==> config.mk <==
export PLATFORM = sky130hd
export DESIGN_NAME = gf_mul4_arbiter
export DESIGN_NICKNAME = d
export VERILOG_FILES = /design/src/rtl/gf_mul4_arbiter.sv
export SDC_FILE = /design/constraint.sdc
export NUM_CORES = 1
export LEC_CHECK = 0
export CAP_MARGIN = 20
export CORE_MARGIN = 2
export CORE_UTILIZATION = 47
export CTS_BUF_LIST = sky130_fd_sc_hd__clkbuf_16
export DETAILED_ROUTE_END_ITERATION = 10
export PLACE_DENSITY = 0.82
export REMOVE_ABC_BUFFERS = 1
export SYNTH_ARGS = -nofsm -noshare
export SYNTH_HDL_FRONTEND = slang
export SYNTH_SLANG_ARGS = --single-unit
==> constraint.sdc <==
create_clock -name clk -period 5.15 [get_ports clk]
set_clock_uncertainty 0.15 [all_clocks]
set_input_delay 0.515 -clock clk [delete_from_list [all_inputs] [get_ports clk]]
set_output_delay 0.515 -clock clk [all_outputs]
set_load 0.01 [all_outputs]
==> src/rtl/gf_mul4_arbiter.sv <==
// Round-robin arbiter in front of a shared GF(2^4) normal-basis multiplier, with a
// two-stage valid/ready pipeline and one ID-tagged response port.
module gf_mul4_arbiter #(
  parameter int NREQ = 4,
  parameter int IDW  = 2
) (
  input  logic              clk,
  input  logic              rst_n,
  input  logic [NREQ-1:0]   req_valid,
  input  logic [4*NREQ-1:0] req_a,
  input  logic [4*NREQ-1:0] req_b,
  output logic [NREQ-1:0]   req_ready,
  output logic              rsp_valid,
  input  logic              rsp_ready,
  output logic [IDW-1:0]    rsp_id,
  output logic [3:0]        rsp_q
);

  // GF(2^2) multiply in normal basis [W^2, W]; xs/ys are the precomputed bit sums.
  function automatic logic [1:0] gf2_mul(input logic [1:0] x, input logic [1:0] y,
                                         input logic xs, input logic ys);
    logic e;
    e = xs & ys;
    return {(x[1] & y[1]) ^ e, (x[0] & y[0]) ^ e};
  endfunction

  function automatic logic [1:0] gf2_scl_n(input logic [1:0] x);
    return {x[0], x[1] ^ x[0]};
  endfunction

  function automatic logic [3:0] gf4_mul(input logic [3:0] a, input logic [3:0] b);
    logic [1:0] ax, bx, ph, pl, p;
    logic       a_h, a_l, a_xx, b_h, b_l, b_xx;
    ax   = a[3:2] ^ a[1:0];
    bx   = b[3:2] ^ b[1:0];
    a_h  = a[3] ^ a[2];
    a_l  = a[1] ^ a[0];
    a_xx = ax[1] ^ ax[0];
    b_h  = b[3] ^ b[2];
    b_l  = b[1] ^ b[0];
    b_xx = bx[1] ^ bx[0];
    ph   = gf2_mul(a[3:2], b[3:2], a_h, b_h);
    pl   = gf2_mul(a[1:0], b[1:0], a_l, b_l);
    p    = gf2_scl_n(gf2_mul(ax, bx, a_xx, b_xx));
    return {ph ^ p, pl ^ p};
  endfunction

  logic            s1_valid_q;
  logic [IDW-1:0]  s1_id_q;
  logic [3:0]      s1_a_q, s1_b_q;
  logic [3:0]      s1_a_d, s1_b_d;
  logic            rsp_valid_q;
  logic [IDW-1:0]  rsp_id_q;
  logic [3:0]      rsp_prod_q;
  logic [IDW-1:0]  last_q;

  logic            out_en, s1_adv;
  logic            grant_valid;
  logic [IDW-1:0]  grant_id;
  logic [IDW-1:0]  cand;
  int unsigned     idx;

  assign out_en = !rsp_valid_q || rsp_ready;
  assign s1_adv = !s1_valid_q || out_en;

  // NOTE: every output of this block gets a default first so no path leaves a
  // variable unassigned and a latch is never inferred.
  always_comb begin
    grant_valid = 1'b0;
    grant_id    = '0;
    req_ready   = '0;
    cand        = '0;
    idx         = 0;
    if (s1_adv) begin
      for (int k = 1; k <= NREQ; k++) begin
        idx  = (int'(last_q) + k) % NREQ;
        cand = IDW'(idx);
        if (!grant_valid && req_valid[cand]) begin
          grant_valid = 1'b1;
          grant_id    = cand;
        end
      end
    end
    if (grant_valid) req_ready[grant_id] = 1'b1;
  end

  assign s1_a_d = req_a[{grant_id, 2'b00} +: 4];
  assign s1_b_d = req_b[{grant_id, 2'b00} +: 4];

  // NOTE: state is updated with non-blocking assignments so every register samples
  // the pre-edge values and the S1 -> output handoff happens in the same edge.
  always_ff @(posedge clk) begin
    if (!rst_n) begin
      s1_valid_q  <= 1'b0;
      s1_id_q     <= '0;
      s1_a_q      <= '0;
      s1_b_q      <= '0;
      rsp_valid_q <= 1'b0;
      rsp_id_q    <= '0;
      rsp_prod_q  <= '0;
      last_q      <= IDW'(NREQ - 1);
    end else begin
      if (s1_adv) begin
        s1_valid_q <= grant_valid;
        if (grant_valid) begin
          s1_id_q <= grant_id;
          s1_a_q  <= s1_a_d;
          s1_b_q  <= s1_b_d;
          last_q  <= grant_id;
        end
      end
      if (out_en) begin
        rsp_valid_q <= s1_valid_q;
        if (s1_valid_q) begin
          rsp_id_q   <= s1_id_q;
          rsp_prod_q <= gf4_mul(s1_a_q, s1_b_q);
        end
      end
    end
  end

  assign rsp_valid = rsp_valid_q;
  assign rsp_id    = rsp_id_q;
  assign rsp_q     = rsp_prod_q;

endmodule

# Word level (Yosys, flattened, before mapping)
# Index checks and enable logic that the tools add are counted.
# Widths: inputs -> output; s select.
word_totals:
  register_bits: 20
  elab_cells: 83
classes:
  addsub: 4
  n_lt_le_gt_ge: 6
  shifts: 2
  muxes: 24
  n_bitwise: 26
  reduce_logical: 13
ops:
  columns: ["cell", "count"]
  rows:
  - ["$shiftx 16x5->4", 2]
  - ["$lt 2x3->1 const B", 5]
  - ["$mux 1", 13]
  - ["$xor 1x1->1", 13]
  - ["$mux 2", 5]
  - ["$and 1x1->1", 9]
  - ["$bmux 1 s2", 4]
  - ["$xor 2x2->2", 4]
  - ["$logic_not 1->1", 5]
  - ["$add 2x1->2 const B", 2]
  - ["$add 2x2->2 const B", 2]
  - ["$logic_and 1x1->1", 4]
  - ["$mux 4", 1]
  - ["$reduce_and 2->1", 2]
  - ["$demux 1 s2", 1]
  - ["$ge 2x1->1 const B", 1]
  - ["$logic_or 1x1->1", 2]

# Depth between registers and ports, before layout
# Gate-level depths: netlist of the first run.
depth:
  depth_word: 22
  mapped_depth: 7

# Worst setup path after synthesis of the first run
# Ideal clock, no wire load.
synth_path:
  path_kind: "input port to output port"
  from: "in req_valid[1]"
  to: "out req_ready[1]"
  arrival_ns: 1.505
  required_time_ns: 4.485
  path_slack_ns: 2.980
  cell_stages: 6
  path_buffers: 2
  path_cell_list: "nor2b_1 -> a21oi_1 -> o221a_2 -> buf_4 -> buf_4 -> nor2_1"
synth_via:
  elab_chain_cells: 21
  elab_cells_between_ends: 33
synth_rtl:
  columns: ["element", "line", "text"]
  rows:
  - ["start: declaration", "9", "input logic [NREQ-1:0] req_valid,"]
  - ["$bmux 1 s2", "78", "if (!grant_valid && req_valid[cand]) begin"]
  - ["$mux 1 (implied by the code)", "78", null]
  - ["$mux 1", "78", null]
  - ["$mux 1", "74", "if (s1_adv) begin"]
  - ["$logic_not 1->1", "78", null]
  - ["$logic_and 1x1->1", "78", null]
  - ["$mux 1", "78", null]
  - ["$mux 1", "74", null]
  - ["(+5 left out)", null, null]
  - ["$logic_and 1x1->1", "78", null]
  - ["$mux 2", "78", null]
  - ["$mux 2", "74", null]
  - ["$lt 2x3->1 (implied by the code) / $ge 2x1->1 (equally long branches)", "84", "if (grant_valid) req_ready[grant_id] = 1'b1;"]
  - ["$logic_and 1x1->1 (implied by the code)", "84", null]
  - ["$mux 1 (implied by the code)", "84", null]
  - ["$demux 1 s2", "84", null]
  - ["$mux 4 *", "84", null]
  - ["end: declaration", "12", "output logic [NREQ-1:0] req_ready,"]
# Mark *: on every way between the ends. The rest lies on a longest branch, timed or not. The select of a mux whose other input is x is not followed.

# Worst setup path in the final report of the first run
layout_path:
  from: "in req_valid[0]"
  to: "out req_ready[3]"
# Same word-level chain as after synthesis.

==> results.yml, run 1 <==
floorplanning:
  die_x_um: 56.97
  die_y_um: 56.97
  initial_core_util_pct: 48.66
  die-area_um2: 3246
  core_area_um2: 2710
  rows: 19
  ios: 50
placement:
  hpwl_um: 2618
  place_congestion: 0.7406
  placed_cells: 220
  port_buffers: 49
synthesis:
  async_flop_share_pct: 0
  synth.avg_cell_area_um2: 8.676
  syn_area_um2: 1319
  ys.flop_type: "dfxtp_1"
  ys_types: 34
  syn_inst: 152
  synth_seq_cells: 20
  synth_edf_count: 0
  ys_seq_area_share_pct: 30.36
  yosys_warnings: 0
drt:
  first_iter_violations: 38
  totalWireLength_um: 3302
  ant_nets: 0
  dr.pass1.iters: 4
  wl_per_cell_um: 14.74
  vias: 1302
  vias_per_cell: 5.813
  drcViolationCount: 0
layout:
  syn_to_final_growth_pct: 40.32
  antennaDiodeCount: 0
  nNetsFinal: 233
  drive_gt1_share_pct: 7.254
  final_util_pct: 68.28
  layout_commonest_cell: "clkdlybuf4s50_1"
  final_cell_mix: "clkdlybuf4s50_1 (49), dfxtp_1 (20), mux2i_1 (17)"
  final_cells: 224
timing:
  relSlewSlack_pct: 55.76
  drv_slew: 0
  clock.fmax_mhz: 315.2
  min_period_ns: 3.173
  tns_ns: 0
  worst_pin_slew_ns: 0.6622
  setup_viol: 0
  fin_crit_sh_pct: 61.61
  hold_viol_final: 0
  grt_setup_unrepaired: "false"
clocking:
  worst_skew_pair.late_latency_ns: 0.25
  ctsHoldBuffers: 0
  cts-root-buf: "clkbuf_16"
  cts_resized: 0
  clock_path_buffers: 2
  numCtsBuffers: 3
  cts.reportedPaths.clkPinSlew_ns: 0.05
  htreeDepth: 1
  postCtsSetupRepairBufs: 0
  cts_tree: "done"
  cts_sinks: 20
grt:
  grt_max_degree: 18
  grt_pass1_vias: 1340
  grt_use_total_pct: 21.22
  antenna_found_initial: 0
  grt_overflow: 0
  grt_pass1_wl_um: 5540
power:
  cellPowerDensity_nw_per_um2: 303.5
  irDropWorstVdd_mv: 0.3353
  p_leak_nw: 0.7106
critical_path:
  cp-start-kind: "primary input"
  criticalPathCategory: "in -> out"
  worst_ep_required_time_ns: 4.49
  critPathCaptureType: "output pin"
  worstPathMaxFanout: 17
  arrival_ns: 2.51
worst_hold_path:
  holdCritPathClass: "reg -> reg"
outcome:
  status: "finished clean"
run:
  maxCapViolCount: 0
## layer usage
layer	GRT usage [%]	up-vias	wire length (um)
met3	3.401	6	121
li1	-	642	-
met5	0	-	0
met4	5.648	0	50
met2	43.35	39	1904
met1	21.78	615	1226
## power by group
part	switching, mW	internal (mW)
registers	0.0274	0.175
logic	0.0882	0.114
clock network	0.0535	0.103
total	0.169	0.392
## synth_stat cells, drive strengths merged, types with 2 or more instances
| cell type | count | area, um2 |
|---|---|---|
| a21oi | 9 | 45.04 |
| a22oi | 3 | 22.52 |
| buf | 7 | 51.30 |
| clkbuf | 4 | 16.26 |
| dfxtp | 20 | 400.4 |
| mux2 | 6 | 67.56 |
| mux2i | 17 | 170.2 |
| nand2 | 8 | 30.03 |
| nand2b | 5 | 31.28 |
| nand3 | 11 | 55.05 |
| nor2 | 13 | 48.80 |
| nor2b | 5 | 31.28 |
| nor3 | 3 | 15.01 |
| o21ai | 7 | 35.03 |
| o221ai | 8 | 70.07 |
| or2 | 2 | 12.51 |
| xnor2 | 9 | 78.83 |
| xor2 | 2 | 17.52 |
## worst max-delay path, cell delays in order
cell	delay [ns]
clkdlybuf4s50_1	0.54
nand2_1	0.09
a21oi_1	0.20
o221a_2	0.55
nor2_1	0.11
clkdlybuf4s50_1	0.50
## final cells by class
cell class,instances,area (um2)
clock buffers,3,75.07
clock inverters,1,3.754
fillers,219,859.6
inverters,1,3.754
multi-input cells,119,838.3
flip-flops and latches,20,400.4
well taps,31,38.79
repair buffers,49,490.5
## through the flow
step | area, um2 | power (mW) | worst slack [ns] | hold slack [ns]
4_1_cts | 1851 | 0.5655 | 1.968 | 0.3075
6_report | 1851 | 0.5616 | 1.977 | 0.3050
3_3_place_gp | 1772 | 0.3960 | 2.074 | 0.2980
5_1_grt | 1851 | 0.5931 | 1.806 | 0.3325
2_1_floorplan | 1242 | 0.3272 | 3.081 | 0.2860
3_5_place_dp | 1772 | 0.4071 | 1.977 | 0.3004
## sequential cells by signal, indices dropped and copies added (netlist names)
signal and flops:
rsp_q 4, s1_a_q 4, s1_b_q 4, last_q 2, rsp_id 2, s1_id_q 2
rsp_valid 1, s1_valid_q 1
## final timing paths
path / from / end / slack [ns] / depth (start not counted)
worst min register to register: s1_id_q[1]$_SDFFE_PN0P_ / s1_id_q[1]$_SDFFE_PN0P_ / 0.31 / 2
worst max register to register: last_q[1]$_SDFFE_PN1P_ / s1_a_q[0]$_SDFFE_PN0P_ / 3.13 / 5
worst max-delay path: req_valid[0] / req_ready[3] / 1.98 / 6
worst min-delay path: s1_id_q[1]$_SDFFE_PN0P_ / s1_id_q[1]$_SDFFE_PN0P_ / 0.31 / 2
## kinds of logic (layout without fill, tap and decap cells)
group / after synthesis / in the layout / synth area share (%)
XOR/XNOR: 11 / 11 / 7.306
AND/OR/NAND/NOR: 52 / 52 / 19.74
buffers and inverters: 13 / 54 / 6.072
AO/OA/AOI/OAI: 33 / 33 / 18.50
multiplexers: 23 / 23 / 18.03
flip-flops: 20 / 20 / 30.36
No activity file was read; power rests on OpenSTA's default activity.
==> inputs of run 2 (changes only) <==
--- a/config.mk
+++ b/config.mk
@@ -7,10 +7,10 @@
 export LEC_CHECK = 0
 export CAP_MARGIN = 20
 export CORE_MARGIN = 2
-export CORE_UTILIZATION = 47
+export CORE_UTILIZATION = 39
 export CTS_BUF_LIST = sky130_fd_sc_hd__clkbuf_16
 export DETAILED_ROUTE_END_ITERATION = 10
-export PLACE_DENSITY = 0.82
+export PLACE_DENSITY = 0.72
 export REMOVE_ABC_BUFFERS = 1
 export SYNTH_ARGS = -nofsm -noshare
 export SYNTH_HDL_FRONTEND = slang
==> constraint.sdc (replaced) <==
create_clock -name clk -period 2.9 [get_ports clk]
set_clock_uncertainty 0.15 [all_clocks]
set_input_delay 0.29 -clock clk [delete_from_list [all_inputs] [get_ports clk]]
set_output_delay 0.29 -clock clk [all_outputs]
set_load 0.01 [all_outputs]
==> results.yml, run 2 (same netlist as run 1, synthesis figures left out) <==
power:
  p_switching_mw: 0.3077
  irDropWorstVdd_mv: 0.2510
  p_clk_share_pct: 34.1
  intPower_mw: 0.7901
  p_comb_share_pct: 33.1
  power_mw: 1.098
  power_frac_seq_pct: 32.8
  cellPowerDensity_nw_per_um2: 574.6
  p_leak_nw: 0.7328
  swShare_pct: 28.03
critical_path:
  worstPathMaxFanout: 5
  reg2reg_slack_ns: 0.99
  r2r_start: "last_q[1]$_SDFFE_PN1P_"
  criticalPathCategory: "in -> out"
  critPathCaptureType: "output pin"
  worst_ep_required_time_ns: 2.46
  arrival_ns: 2.15
  cp-start-kind: "primary input"
  r2r_cells: 4
  reg2reg_to: "s1_b_q[2]$_SDFFE_PN0P_"
worst_hold_path:
  holdCritPathClass: "reg -> reg"
  whs_path_depth: 2
  holdPathEnd: "s1_id_q[1]$_SDFFE_PN0P_"
  hold_start: "s1_id_q[1]$_SDFFE_PN0P_"
layout:
  drive_gt1_share_pct: 8.718
  antennaDiodeCount: 0
  layout_commonest_cell: "clkdlybuf4s50_1"
  postLayoutCellArea_um2: 1911
  final_util_pct: 58.17
  syn_to_final_growth_pct: 44.88
  nFillCells: 306
  nNetsFinal: 235
  final_cell_mix: "clkdlybuf4s50_1 (49), dfxtp_1 (20), mux2i_1 (17)"
timing:
  drv_slew: 0
  relSlewSlack_pct: 57.14
  clock.fmax_mhz: 385.5
  worst_pin_slew_ns: 0.6416
  setup_viol: 0
  finalWorstSetupSlack_ns: 0.3059
  hold_viol_final: 0
  fin_crit_sh_pct: 89.45
  tns_ns: 0
  grt_setup_unrepaired: "false"
  min_period_ns: 2.594
clocking:
  numCtsBuffers: 3
  postCtsSetupRepairBufs: 0
  cts.reportedPaths.clkPinSlew_ns: 0.06
  htreeDepth: 1
  ctsHoldBuffers: 0
  cts_resized: 0
  cts_sinks: 20
  cts-root-buf: "clkbuf_16"
  worst_skew_pair.late_latency_ns: 0.25
  clock_path_buffers: 2
  cts_tree: "done"
drt:
  vias_per_cell: 5.324
  wl_per_cell_um: 14.53
  drt-met1-wl_um: 1434
  vias: 1283
  highest_layer: "met4"
  first_iter_violations: 30
  dr.pass1.iters: 6
  met3_length_um: 187
  drcViolationCount: 0
  totalWireLength_um: 3501
  ant_nets: 0
  wl_met2_um: 1830
floorplanning:
  initial_core_util_pct: 40.15
  ios: 50
  rows: 21
  core_area_um2: 3284
  die_x_um: 62.15
  die_y_um: 62.15
  die-area_um2: 3863
grt:
  grt_max_degree: 16
  grt_use_total_pct: 19.42
  grt_pass1_vias: 1378
  antenna_found_initial: 0
  grt_pass1_wl_um: 6216
  grt_overflow: 0
placement:
  port_buffers: 49
  hpwl_um: 2670
  place_congestion: 0.8677
  post-place-ws_ns: 0.2908
  placed_area_um2: 1805
outcome:
  status: "finished clean"
run:
  maxCapViolCount: 0
run 2: changes by cell type in the layout (fill, tap and decap cells not counted), sizes merged:
cell,change
clkinv,-1
buf,+2
bufinv,+1
run 2: per-stage QoR:
stage          std cells  hold WS, ns
2_1_floorplan        140       0.2118
3_3_place_gp         237       0.3049
3_5_place_dp         237       0.3113
4_1_cts              241       0.3210
5_1_grt              241       0.3375
6_report             241       0.3136
run 2: worst max-delay path, stage by stage:
cell and delay [ns]:
clkdlybuf4s50_1 0.52, nor2b_1 0.21, a21oi_1 0.08, o221ai_1 0.44, nor2_1 0.11, clkdlybuf4s50_1 0.50
run 2: final cells by class:
class                   count  area [um2]  area share, %
clock buffers               3       75.07          3.929
clock inverters             1       30.03          1.572
inverters                   1       3.754         0.1965
multi-input cells         119       838.3          43.88
flip-flops and latches     20       400.4          20.96
well taps                  46       57.56          3.012
repair buffers             51       505.5          26.46
run 2: per-layer routing:
| metal | global-route usage (%) | vias to the layer above |
|---|---|---|
| met5 | 0 | - |
| met4 | 8.056 | 0 |
| met3 | 4.348 | 4 |
| met2 | 36.28 | 44 |
| met1 | 20.99 | 596 |
| li1 | - | 639 |
run 2: how the worst max path moves through the flow:
stage	from	to	slack, ns	cells past startpoint
floorplan	last_q[1]$_SDFFE_PN1P_	s1_a_q[0]$_SDFFE_PN0P_	1.17	5
global placement	req_valid[0]	req_ready[0]	0.42	6
detailed placement	req_valid[1]	req_ready[0]	0.29	6
CTS	req_valid[1]	req_ready[0]	0.28	6
global route	req_valid[0]	req_ready[0]	0.17	6
finish	req_valid[1]	req_ready[0]	0.31	6
run 2: power groups by stage:
stage                     clock (mW)  combinational, mW  sequential [mW]
after detailed placement           0              0.361            0.364
after floorplan                    0              0.224            0.357
after global placement             0              0.350            0.361
final                          0.375              0.363            0.360
after global routing           0.395              0.400            0.366
after CTS                      0.379              0.367            0.359
==> inputs of run 3 (changes only) <==
--- a/config.mk
+++ b/config.mk
@@ -5,12 +5,13 @@
 export SDC_FILE = /design/constraint.sdc
 export NUM_CORES = 1
 export LEC_CHECK = 0
+export ABC_AREA = 1
 export CAP_MARGIN = 20
 export CORE_MARGIN = 2
-export CORE_UTILIZATION = 39
+export CORE_UTILIZATION = 42
 export CTS_BUF_LIST = sky130_fd_sc_hd__clkbuf_16
 export DETAILED_ROUTE_END_ITERATION = 10
-export PLACE_DENSITY = 0.72
+export PLACE_DENSITY = 0.73
 export REMOVE_ABC_BUFFERS = 1
 export SYNTH_ARGS = -nofsm -noshare
 export SYNTH_HDL_FRONTEND = slang
==> results.yml, run 3 <==
power:
  p_clk_share_pct: 10.3
  p_comb_share_pct: 71.4
  swShare_pct: 48.83
  p_switching_mw: 1.286
  irDropWorstVdd_mv: 0.6435
  intPower_mw: 1.348
  cellPowerDensity_nw_per_um2: 1158
  power_frac_seq_pct: 18.3
  p_leak_nw: 1.305
critical_path:
  r2r_cells: 14
  reg2reg_slack_ns: 0.70
  crit_chain: "clkdlybuf4s50_1 > inv_1 > nand2_1 > nand3_1 > nand2_2 > nor2_4 > nand3_2 > nand3_1 > nand2_4 > nor3_1 > dlymetal6s2s_1"
  worstPathMaxFanout: 4
  critPathCaptureType: "output pin"
  critPathSlowestCell: "clkdlybuf4s50_1"
  crit_top_cell: "nand3_1"
  criticalPathCategory: "in -> out"
  slowest_delay_ns: 0.42
  cp-start-kind: "primary input"
  r2r_start: "last_q[0]$_SDFFE_PN1P_"
  reg2reg_to: "s1_b_q[1]$_SDFFE_PN0P_"
  arrival_ns: 2.02
  worst_ep_required_time_ns: 2.46
drt:
  totalWireLength_um: 3901
  drcViolationCount: 0
  ant_nets: 0
  vias: 1784
  first_iter_violations: 48
  vias_per_cell: 4.695
  wl_per_cell_um: 10.27
  dr.pass1.iters: 4
layout:
  seqCellArea_um2: 401.6
  final_cell_mix: "nand2_1 (76), inv_1 (60), nand3_1 (47)"
  multiInputGateArea_um2: 928.4
  drive_gt1_share_pct: 8.133
  syn_to_final_growth_pct: 39.95
  postLayoutCellArea_um2: 2275
  layout_commonest_cell: "nand2_1"
  nNetsFinal: 373
  antennaDiodeCount: 0
  nFillCells: 381
floorplanning:
  rows: 22
  core_area_um2: 3689
  ios: 50
  die-area_um2: 4383
  die_y_um: 66.21
  die_x_um: 66.21
  initial_core_util_pct: 44.06
synthesis:
  synth_seq_cells: 20
  syn_inst: 279
  ys.flop_type: "dfxtp_1"
  syn_area_um2: 1625
  synth_area_leaders: "dfxtp_1 (25%), nand2_1 (18%), nand3_1 (14%), inv_1 (14%), xor2_1 (6.5%)"
  ys_seq_area_share_pct: 24.63
  synth.most_common_cell: "nand2_1"
  yosys_warnings: 0
  synth_commonest_cells: "nand2_1 (76), inv_1 (60), nand3_1 (47)"
  ys_types: 27
  async_flop_share_pct: 0
  synth.avg_cell_area_um2: 5.825
  yosysTopAreaCell: "dfxtp_1"
  synth_edf_count: 0
  synth_top_cell_area_share_pct: 24.63
timing:
  clock.fmax_mhz: 406.3
  worst_pin_slew_ns: 0.4671
  setup_viol: 0
  min_period_ns: 2.462
  grt_setup_unrepaired: "false"
  relSlewSlack_pct: 68.86
  drv_slew: 0
  tns_ns: 0
  hold_viol_final: 0
  fin_crit_sh_pct: 84.88
  timing.hold.ws_ns: 0.3142
worst_hold_path:
  holdCritPathClass: "reg -> reg"
  holdPathEnd: "rsp_id[1]$_SDFFE_PN0P_"
  whs_path_depth: 2
  hold_start: "s1_id_q[1]$_SDFFE_PN0P_"
outcome:
  status: "finished clean"
clocking:
  numCtsBuffers: 3
  cts_tree: "done"
  cts.reportedPaths.clkPinSlew_ns: 0.05
  worst_skew_pair.late_latency_ns: 0.25
  cts-root-buf: "clkbuf_16"
  htreeDepth: 1
  postCtsSetupRepairBufs: 0
  clock_path_buffers: 2
  cts_sinks: 20
placement:
  hpwl_um: 3034
  port_buffers: 49
  placed_area_um2: 2181
  place_congestion: 0.8766
grt:
  grt_max_degree: 19
  grtUsageMet3_pct: 2.555
  grt_use_total_pct: 20.45
  grt_pass1_vias: 1691
  grt-busiest-layer: "met2"
  grt_util_met2_pct: 38.75
  antenna_found_initial: 0
  use_met1_pct: 23.71
  grt_pass1_wl_um: 7093
  grt_overflow: 0
run:
  maxCapViolCount: 0
==> run 3: cell types whose count changed after synthesis, moves of 6 or more <==
cell / change
mux2_2: -6
nand2_2: +6
nor2_1: +6
inv_1: +59
nand3_1: +36
o221ai_1: -7
xor2_1: +10
nand2_1: +68
mux2i_1: -17
==> run 3: critical path: cells and delay by family <==
| family | cells | cell delay (ns) |
|---|---|---|
| buf+inv | 3 | 0.71 |
| simple gates | 8 | 1.02 |
==> run 3: power groups by stage <==
stage	registers, mW	clock network [mW]	logic, mW
detailed placement	0.487	0	1.87
floorplan	0.493	0	1.23
finish	0.482	0.272	1.88
CTS	0.481	0.277	1.89
global route	0.497	0.290	2.14
global placement	0.485	0	1.85
==> run 3: worst max-delay path by stage <==
stage | from | endpoint | slack, ns | cells after the start
after floorplan | last_q[0]$_SDFFE_PN1P_ | req_ready[1] | 0.71 | 12
after CTS | last_q[0]$_SDFFE_PN1P_ | req_ready[1] | 0.001 | 12
after global routing | last_q[0]$_SDFFE_PN1P_ | req_ready[2] | 0.26 | 11
after detailed placement | req_valid[3] | req_ready[2] | 0.09 | 12
final | req_valid[3] | req_ready[0] | 0.44 | 11
after global placement | req_valid[2] | req_ready[1] | 0.09 | 12
==> run 3: kinds of logic (layout without fill, tap and decap cells) <==
kind of cell | count (synthesis) | in the layout | synth area share, %
buf+inv | 72 | 125 | 18.71
flops | 20 | 20 | 24.63
compound gates | 17 | 17 | 6.158
xor+xnor | 16 | 16 | 8.622
simple gates | 154 | 154 | 41.88
==> run 3: what timing repair did <==
item / 4_1_cts / 5_1_grt
setup endpoints to repair: 0 / 4
hold buffers: 0 / 0
gates resized for setup: 0 / 7
==> run 3: per-stage QoR <==
stage / cells / power [mW] / util, % / setup slack (ns)
CTS: 380 / 2.652 / 61.16 / 0.0009670
finish: 380 / 2.634 / 61.67 / 0.4385
global route: 380 / 2.927 / 61.67 / 0.2569
floorplan: 272 / 1.728 / - / 0.7145
global placement: 377 / 2.331 / 59.12 / 0.09319
detailed placement: 377 / 2.359 / 59.12 / 0.08908
==> run 3: cell type report <==
class | instances | area share, %
Sequential cell | 20 | 17.66
Clock buffer | 3 | 3.300
Inverter | 65 | 10.95
Tap cell | 48 | 2.640
Timing Repair Buffer | 57 | 24.64
Multi-Input combinational cell | 187 | 40.81
==> run 3: routing by layer <==
layer	vias up	wire length [um]
met5	-	0
met3	4	172
met2	44	1945
met1	783	1741
met4	0	41
li1	953	-
